### config.mk
export PLATFORM = sky130hd
export DESIGN_NAME = fpdiv_issue_queue
export DESIGN_NICKNAME = d
export VERILOG_FILES = /design/src/rtl/fpdiv_issue_queue.sv
export SDC_FILE = /design/constraint.sdc
export NUM_CORES = 1
export LEC_CHECK = 0
export ABC_AREA = 1
export CORE_MARGIN = 2
export CORE_UTILIZATION = 53
export DETAILED_ROUTE_END_ITERATION = 16
export GPL_ROUTABILITY_DRIVEN = 0
export PLACE_DENSITY = 0.84
export SKIP_LAST_GASP = 1
export SLEW_MARGIN = 40
export SYNTH_ARGS = -nofsm -noshare
export SYNTH_HDL_FRONTEND = slang
export SYNTH_SLANG_ARGS = --single-unit
### constraint.sdc
create_clock -name clk -period 10 [get_ports clk]
set_clock_uncertainty 0.1 [all_clocks]
set_input_delay 1 -clock clk [delete_from_list [all_inputs] [get_ports clk]]
set_output_delay 1 -clock clk [all_outputs]
set_load 0.1 [all_outputs]
### src/rtl/fpdiv_issue_queue.sv
// fpdiv_issue_queue: tagged request FIFO, single-outstanding issue FSM and
// registered response slot in front of fpdiv_scalar.
// Optional feature macro: FPDIV_ISSUE_BYPASS_EN (zero-cycle issue when idle and empty).
module fpdiv_issue_queue #(
    parameter int unsigned DEPTH = 4,
    parameter int unsigned TAG_W = 4
) (
    input  logic                     clk,
    input  logic                     rst,
    input  logic                     flush_i,
    input  logic                     req_valid_i,
    output logic                     req_ready_o,
    input  logic [1:0]               req_fmt_i,
    input  logic [63:0]              req_opa_i,
    input  logic [63:0]              req_opb_i,
    input  logic [2:0]               req_rm_i,
    input  logic [TAG_W-1:0]         req_tag_i,
    output logic                     div_start_valid_o,
    input  logic                     div_start_ready_i,
    output logic                     div_flush_o,
    output logic [1:0]               div_fmt_o,
    output logic [63:0]              div_opa_o,
    output logic [63:0]              div_opb_o,
    output logic [2:0]               div_rm_o,
    input  logic                     div_finish_valid_i,
    output logic                     div_finish_ready_o,
    input  logic [63:0]              div_res_i,
    input  logic [4:0]               div_fflags_i,
    output logic                     rsp_valid_o,
    input  logic                     rsp_ready_i,
    output logic [63:0]              rsp_res_o,
    output logic [4:0]               rsp_fflags_o,
    output logic [TAG_W-1:0]         rsp_tag_o,
    output logic [$clog2(DEPTH):0]   occupancy_o
);

    localparam int unsigned AW = $clog2(DEPTH);
    localparam int unsigned PW = AW + 1;
    localparam int unsigned EW = 2 + 64 + 64 + 3 + TAG_W;

    typedef enum logic [1:0] {StIdle, StBusy, StResp} state_t;

    logic [EW-1:0]    r_mem [DEPTH];
    logic [PW-1:0]    r_wr_ptr;
    logic [PW-1:0]    r_rd_ptr;
    state_t           r_state;
    state_t           w_state_d;
    logic [TAG_W-1:0] r_tag;
    logic [63:0]      r_res;
    logic [4:0]       r_fflags;
    logic             r_div_flush;

    logic             w_empty;
    logic             w_full;
    logic             w_bypass;
    logic [EW-1:0]    w_issue;
    logic [TAG_W-1:0] w_issue_tag;
    logic             w_enq;
    logic             w_start;
    logic             w_pop;
    logic             w_finish;

    assign w_empty = (r_wr_ptr == r_rd_ptr);
    assign w_full  = (r_wr_ptr[AW] != r_rd_ptr[AW]) &&
                     (r_wr_ptr[AW-1:0] == r_rd_ptr[AW-1:0]);

`ifdef FPDIV_ISSUE_BYPASS_EN
    assign w_bypass = (r_state == StIdle) && w_empty;
`else
    assign w_bypass = 1'b0;
`endif

    // Issue fields come from the live request when bypassing, else the FIFO head
    assign w_issue = w_bypass ? {req_fmt_i, req_opa_i, req_opb_i, req_rm_i, req_tag_i}
                              : r_mem[r_rd_ptr[AW-1:0]];
    assign {div_fmt_o, div_opa_o, div_opb_o, div_rm_o, w_issue_tag} = w_issue;

    // Handshake and ready/valid decode; flush suppresses every handshake
    always_comb begin
        req_ready_o       = 1'b0;
        div_start_valid_o = 1'b0;
        if (w_bypass) begin
            req_ready_o       = div_start_ready_i && !flush_i;
            div_start_valid_o = req_valid_i && !flush_i;
        end else begin
            req_ready_o       = !w_full && !flush_i;
            div_start_valid_o = (r_state == StIdle) && !w_empty && !flush_i;
        end
    end

    assign w_enq              = req_valid_i && req_ready_o && !w_bypass;
    assign w_start            = div_start_valid_o && div_start_ready_i;
    assign w_pop              = w_start && !w_bypass;
    assign w_finish           = (r_state == StBusy) && div_finish_valid_i && !flush_i;
    assign div_finish_ready_o = (r_state == StBusy);
    assign rsp_valid_o        = (r_state == StResp);
    assign rsp_res_o          = r_res;
    assign rsp_fflags_o       = r_fflags;
    assign rsp_tag_o          = r_tag;
    assign div_flush_o        = r_div_flush;
    assign occupancy_o        = r_wr_ptr - r_rd_ptr;

    // FIFO pointers; flush empties the queue
    always_ff @(posedge clk or posedge rst) begin
        if (rst) begin
            r_wr_ptr <= '0;
            r_rd_ptr <= '0;
        end else if (flush_i) begin
            r_wr_ptr <= '0;
            r_rd_ptr <= '0;
        end else begin
            if (w_enq) r_wr_ptr <= r_wr_ptr + PW'(1);
            if (w_pop) r_rd_ptr <= r_rd_ptr + PW'(1);
        end
    end

    // FIFO storage, no reset needed: entries are only read when valid
    always_ff @(posedge clk) begin
        if (w_enq) begin
            r_mem[r_wr_ptr[AW-1:0]] <= {req_fmt_i, req_opa_i, req_opb_i, req_rm_i, req_tag_i};
        end
    end

    // Issue FSM next state: one request outstanding, response must drain first
    always_comb begin
        w_state_d = r_state;
        case (r_state)
            StIdle:  if (w_start) w_state_d = StBusy;
            StBusy:  if (div_finish_valid_i) w_state_d = StResp;
            StResp:  if (rsp_ready_i) w_state_d = StIdle;
            default: w_state_d = StIdle;
        endcase
        if (flush_i) w_state_d = StIdle;
    end

    // FSM state register
    always_ff @(posedge clk or posedge rst) begin
        if (rst) r_state <= StIdle;
        else     r_state <= w_state_d;
    end

    // In-flight tag, captured result and registered divider flush
    always_ff @(posedge clk or posedge rst) begin
        if (rst) begin
            r_tag       <= '0;
            r_res       <= '0;
            r_fflags    <= '0;
            r_div_flush <= 1'b0;
        end else begin
            r_div_flush <= flush_i;
            if (w_start) r_tag <= w_issue_tag;
            if (w_finish) begin
                r_res    <= div_res_i;
                r_fflags <= div_fflags_i;
            end
        end
    end

endmodule

=== After elaboration in Yosys (flattened, before gate mapping) ===
Memory sizes are Yosys's and may differ from the RTL's.
Cells that the tools add are included.

* Flip-flop bits (word level): 82
* Bits in writable memories: 548
* Input bits: 213
* Output and inout port bits: 214
* Word-level logic and storage cells: 45
* Memories kept: 1

{| class="wikitable"
|+ Memories
! memory !! depth !! width !! rd ports !! clocked after memory_dff !! write ports !! line !! RTL
|-
| r_mem || 4 || 137 || 1 || 0 || 1 || 43 || <nowiki>logic [EW-1:0] r_mem [DEPTH];</nowiki>
|}

* Add/subtract/negate cells: 3
* Equality and inequality tests: 8
* Mux-type cells: 11
* Reductions and logical operators: 15

{| class="wikitable"
|+ Operators by type and width
! cell !! number
|-
| 2-to-1 mux 3 bit || 4
|-
| logical AND 1 bit || 8
|-
| 2-to-1 mux 2 bit || 4
|-
| adder 3 x 1 -> 3 bit, second input constant || 2
|-
| inequality test 3 bit, second input constant || 2
|-
| case mux 2 bit (3 select lines) || 1
|-
| nonzero test 2 bit || 2
|-
| == test 3 bit || 1
|-
| zero test 1 bit || 3
|-
| inequality test 3 x 2 -> 1 bit, second input constant || 1
|-
| AND reduction 3 bit || 1
|-
| subtractor 3 bit || 1
|-
| == test 2 x 1 -> 1 bit, second input constant || 1
|-
| == test 2 bit || 1
|-
| == test 2 bit, second input constant || 1
|-
| zero test 2 bit || 1
|-
| 2-to-1 mux 1 bit || 2
|-
| inequality test 1 bit || 1
|}

=== Longest topological paths before layout ===
* Depth in word-level cells: 8
* Depth in mapped cells: 11
* Mapped depth without buffers: 9

=== Worst setup path before layout ===
Ideal clock, no wire load.

* Path type: register -> register
* Start point: reg r_rd_ptr[1]
* End point: mem r_mem[0][0] (netlist name) (enable)
* Library setup time: 0.636 ns
* Arrival time: 7.229 ns
* Required time: 9.264 ns
* Setup slack: 2.035 ns
* Cell stages (with the launch flop): 10
* Buffers on the path: 2
* Period minus slack after synthesis: 7.965 ns
* Cells stage by stage: dfrtp_1 > inv_1 > clkbuf_2 > clkbuf_1 > ha_1 > nand2_1 > inv_1 > nand2_1 > nand3_1 > nor2_1

* Word-level cells in the longest chain between the ends: 7

{| class="wikitable"
|+ Ends and longest elaborated chain
! item !! line !! RTL
|-
| start, declared || 45 || <nowiki>logic [PW-1:0] r_rd_ptr;</nowiki>
|-
| start signal, assigned || 113 || <nowiki>if (w_pop) r_rd_ptr <= r_rd_ptr + PW'(1);</nowiki>
|-
| == test 2 bit || 65 || <nowiki>(r_wr_ptr[AW-1:0] == r_rd_ptr[AW-1:0]);</nowiki>
|-
| logical AND 1 bit || 64 || <nowiki>assign w_full = (r_wr_ptr[AW] != r_rd_ptr[AW]) &&</nowiki>
|-
| zero test 1 bit || 86 || <nowiki>req_ready_o = !w_full && !flush_i;</nowiki>
|-
| logical AND 1 bit || 86 ||
|-
| logical AND 1 bit || 91 || <nowiki>assign w_enq = req_valid_i && req_ready_o && !w_bypass;</nowiki>
|-
| 2-to-1 mux 1 bit || 119 || <nowiki>if (w_enq) begin</nowiki>
|-
| 2-to-1 mux 1 bit (not written as such) || 120 || <nowiki>r_mem[r_wr_ptr[AW-1:0]] <= {req_fmt_i, req_opa_i, req_opb_i, req_rm_i, req_tag_i};</nowiki>
|-
| end, declared || 43 ||
|}

No other way between the ends.

=== Worst setup path after layout ===
* Start point: reg r_rd_ptr[1]
* End point: out div_opa_o[16]

* Word-level cells in the longest chain between the ends: 1

{| class="wikitable"
|+ Ends and longest elaborated chain
! item !! line !! RTL
|-
| memory (4 x 137 bit) || - ||
|-
| end, declared || 22 || <nowiki>output logic [63:0] div_opa_o,</nowiki>
|}

No other way between the ends.

==> impl_results.md <==
* Top Family by Delay on Critical Path: buffers and inverters
* PwrDens at between 300 and 400 nW/µm²
* Hold Path Depth at 2
* Maximum clock insertion buffer count at 3
* Worst Hold Class: flop to flop
* Worst skew pair latency at roughly 600 ps
* Postcts setup bufs at 0
* Fillers at 3155
* Iteration count of the initial detailed-routing pass at 5
* Critical path type: flop to output port
* Largest family of logic cells by synthesized area: compound AO/OA/AOI/OAI gates
* Routed WL at 55.3 mm
* Fin area at 29400 µm²
* CTS buffer count at 60
* Synth warn at 0
* CTS tree: built
* Avg Inst Size Synth at between 10 and 15 µm²
* Reg-to-reg slack, setup at ~6100 ps
* Placed Cells at roughly 2700
* P_sw at about 4200 µW
* Ys async rst share at approximately an eighth
* Worst setup EP type: output port
* Initial antenna violation count at 7
* Max-cap violations at 0
* Mux share of post-synthesis cell area at 0%
* TNS Setup at 0 ps
* DR iter-0 viols at 1223
* CTS sink count at 630
* Adder-cell share of the synthesized area at 0.437%
* Largest net degree at the start of global routing at roughly 200
* Sequential fraction of the synthesis area at between 70% and 80%
* Placed instance area at between 20000 and 30000 µm²
* Post-route DRC at 0
* Reg2reg path depth at 8
* Synth Area in Compound Gates at a little over a tenth
* CTS resizes at 0
* Final Setup Violations at 0
* Worst slew pin tran at 955 ps
* Period utilisation layout at between 40% and 50%
* FF+latch count, synth at 630
* Initial Util at between 50% and 60%
* Simple-Gate Fraction of Synth Area at between 6 and 7%
* Die span in y at 219 µm
* Pint at 4890 µW
* CTS root buf: clkbuf_16
* Routed len/inst at 19.9 µm
* Final net count at 2342
* Slew HR at a little over a third
* Crit path largest cell delay at 730 ps
* Fmax at approximately 210 MHz
* Clock group share of total power at 24.2%
* Reg power frac at a little over a third
* Port bufs at roughly 430
* Die W at 219 µm
* Wire length of the first global-routing pass at just over 80 mm
* IO Pins at between 400 and 500
* WP data arrival at around 3600 ps
* Post-Layout Cell Count at between 2000 and 3000
* Peak supply drop at between 0.4 and 0.5 mV
* Detailed Place HPWL at approximately 33 mm
* CP required at between 8000 and 9000 ps
* Crit start category: flop
* Max-slew violations at 0
* Final Hold Viols at 0
* Final hold slack at around 380 ps
* Layout cells sized above 1 at approximately 16%
* Worst Path Buf+Inv at 3
* CTS H-tree lvls at 2
* Antenna Nets Post-Route at 0
* Outcome: finished clean
* Mapped Nets at between 2000 and 2500
* Overflow after GRT at 0
* Xor/xnor share of the synthesized area at less than 1%
* Rows at 78
* Global Route Usage Sum at around 22%
* Die ar. at 48200 µm²
* Synth Cell Area at about 25000 µm²
* Post-route minimum period at between 4000 and 5000 ps
* Critical path's slowest cell: buf_4
* Share of power burned in combinational logic at between 40% and 50%
* Clock Pin Slew Worst Setup and Hold Paths at about 60 ps
* Hold EP: rsp_fflags_o[2]
* DR vias at between 15000 and 20000
* Lkg Pwr at between 0.01 and 0.015 µW
* Vias in the first global route at roughly 15000
* EDFF count, synth at roughly 550
* Worst reg2reg endpoint: r_mem[1][111]
* Post-Syn Instances at 1854
* Hold Crit Start: rsp_fflags_o[2]
* Via/cell ratio at between 5 and 6
* Distinct cells, synth at 26
* RSZ-0062 raised after global routing: no
* R2R Path Start: r_rd_ptr[1]
* Critical path, cell by cell: inv_4, buf_4, o21ai_0, o22ai_1, buf_2
* Area of the core at 45600 µm²
* Sw Ratio at a little under half
* Worst-path maximum fanout at 76
* Hold Buf Count CTS at 0
* Layout area overhead at 19.3%
* Post-synth top flop: edfxtp_1
worst max-delay path by stage:
stage	from	end	slack [ps]	depth (start not counted)
6_report	r_rd_ptr[1]	div_opa_o[16]	5310	5
5_1_grt	r_rd_ptr[0]	div_opa_o[35]	5110	6
4_1_cts	r_rd_ptr[1]	div_opa_o[16]	4940	5
3_5_place_dp	r_rd_ptr[1]	r_mem[1][96]	5630	8
3_3_place_gp	r_rd_ptr[0]	div_opa_o[62]	4770	5
2_1_floorplan	r_rd_ptr[1]	r_mem[0][0]	2030	9
worst register-to-register path, stage by stage (launching register included):
cell	delay (ps)
dfrtp_4	610
inv_4	550
ha_1	370
nand2_1	70
inv_1	60
nand2_1	90
nand3_1	370
nor2_4	530
buf_4	710
layout by cell type (no fill, tap or decap), types with 2 or more instances in the layout:
cell             synthesis  layout
buf_12                   0       6
nand2_1                110     110
nor2_1                 278     274
dfrtp_4                  0       2
clkbuf_4                 0       2
buf_2                   46     214
buf_16                   0       3
nand3_1                 16      16
clkinv_2                 0      16
edfxtp_1               548     548
inv_6                    0       4
clkbuf_1                53      10
buf_4                  136       5
diode_2                  0       3
o21ai_0                318     318
clkdlybuf4s50_1          0     212
o21ai_1                 26      26
buf_6                    4       4
nor2_4                   1       5
inv_1                   84      82
ha_1                     7       7
bufinv_16                0       4
xor2_1                   2       2
clkbuf_16                0      63
clkinv_1                 0      12
dfrtp_1                 82      80
o22ai_1                133     133
cell families (layout without fill, tap and decap cells):
logic type                 Yosys count  count (layout)
buffers and inverters              326             645
other                                0               3
and+or+nand+nor                    409             409
xor gates and xnor gates             3               3
adders and majority gates            8               8
AOI/OAI and AO/OA                  478             478
DFF                                630             630
final cells by class:
class	count	area [µm²]	share of cell area [%]
diodes	3	7.51	0.0256
repair buffers	445	3490	11.9
multi-input cells	898	4310	14.7
clock inverters	38	303	1.03
inverters	86	339	1.16
clock buffers	76	1640	5.60
flip-flops and latches	630	18500	63.1
well taps	600	751	2.56
power groups by stage:
stage / clock network, µW / registers [µW] / logic, µW
after floorplan: 0 / 4370 / 2160
after global placement: 0 / 3290 / 3940
after detailed placement: 0 / 3270 / 3690
after CTS: 2250 / 3220 / 3700
after global routing: 2350 / 3230 / 3840
final: 2210 / 3210 / 3700
per-layer routing:
layer	share of wire [%]	up-vias	GRT usage, %	routed length [µm]
met3	9.7	134	6.50	5350
li1	-	7070	-	-
met5	0.098	-	0	54
met1	37	7414	26.1	20500
met4	3.5	8	9.89	1960
met2	50	625	38.5	27500
flip-flops by register name, indices dropped and copies added (netlist names):
register and count:
r_rd_ptr 3, div_flush_o 1, rsp_tag_o 4, rsp_fflags_o 5, r_state 2, r_wr_ptr 3, rsp_res_o 64, r_mem 548
through the flow:
stage / power [µW] / setup WS (ps) / utilization [%]
2_1_floorplan: 6530 / 2030 / -
3_3_place_gp: 7220 / 4770 / 62.1
3_5_place_dp: 6960 / 5630 / 60.1
4_1_cts: 9170 / 4940 / 64.4
5_1_grt: 9430 / 5110 / 64.4
6_report: 9120 / 5310 / 64.4
synth_stat cells (2+ instances only):
| cell type | instances | area share [%] |
|---|---|---|
| ha_1 | 7 | 0.36 |
| nand3_1 | 16 | 0.33 |
| buf_6 | 4 | 0.18 |
| clkbuf_1 | 53 | 0.81 |
| nor2_1 | 278 | 4.2 |
| inv_1 | 84 | 1.3 |
| o22ai_1 | 133 | 3.4 |
| buf_4 | 136 | 4.2 |
| buf_2 | 46 | 0.94 |
| o21ai_1 | 26 | 0.53 |
| edfxtp_1 | 548 | 67 |
| xor2_1 | 2 | 0.071 |
| dfrtp_1 | 82 | 8.3 |
| o21ai_0 | 318 | 6.5 |
| nand2_1 | 110 | 1.7 |
Note: power is estimated with default switching activity, not from simulation.
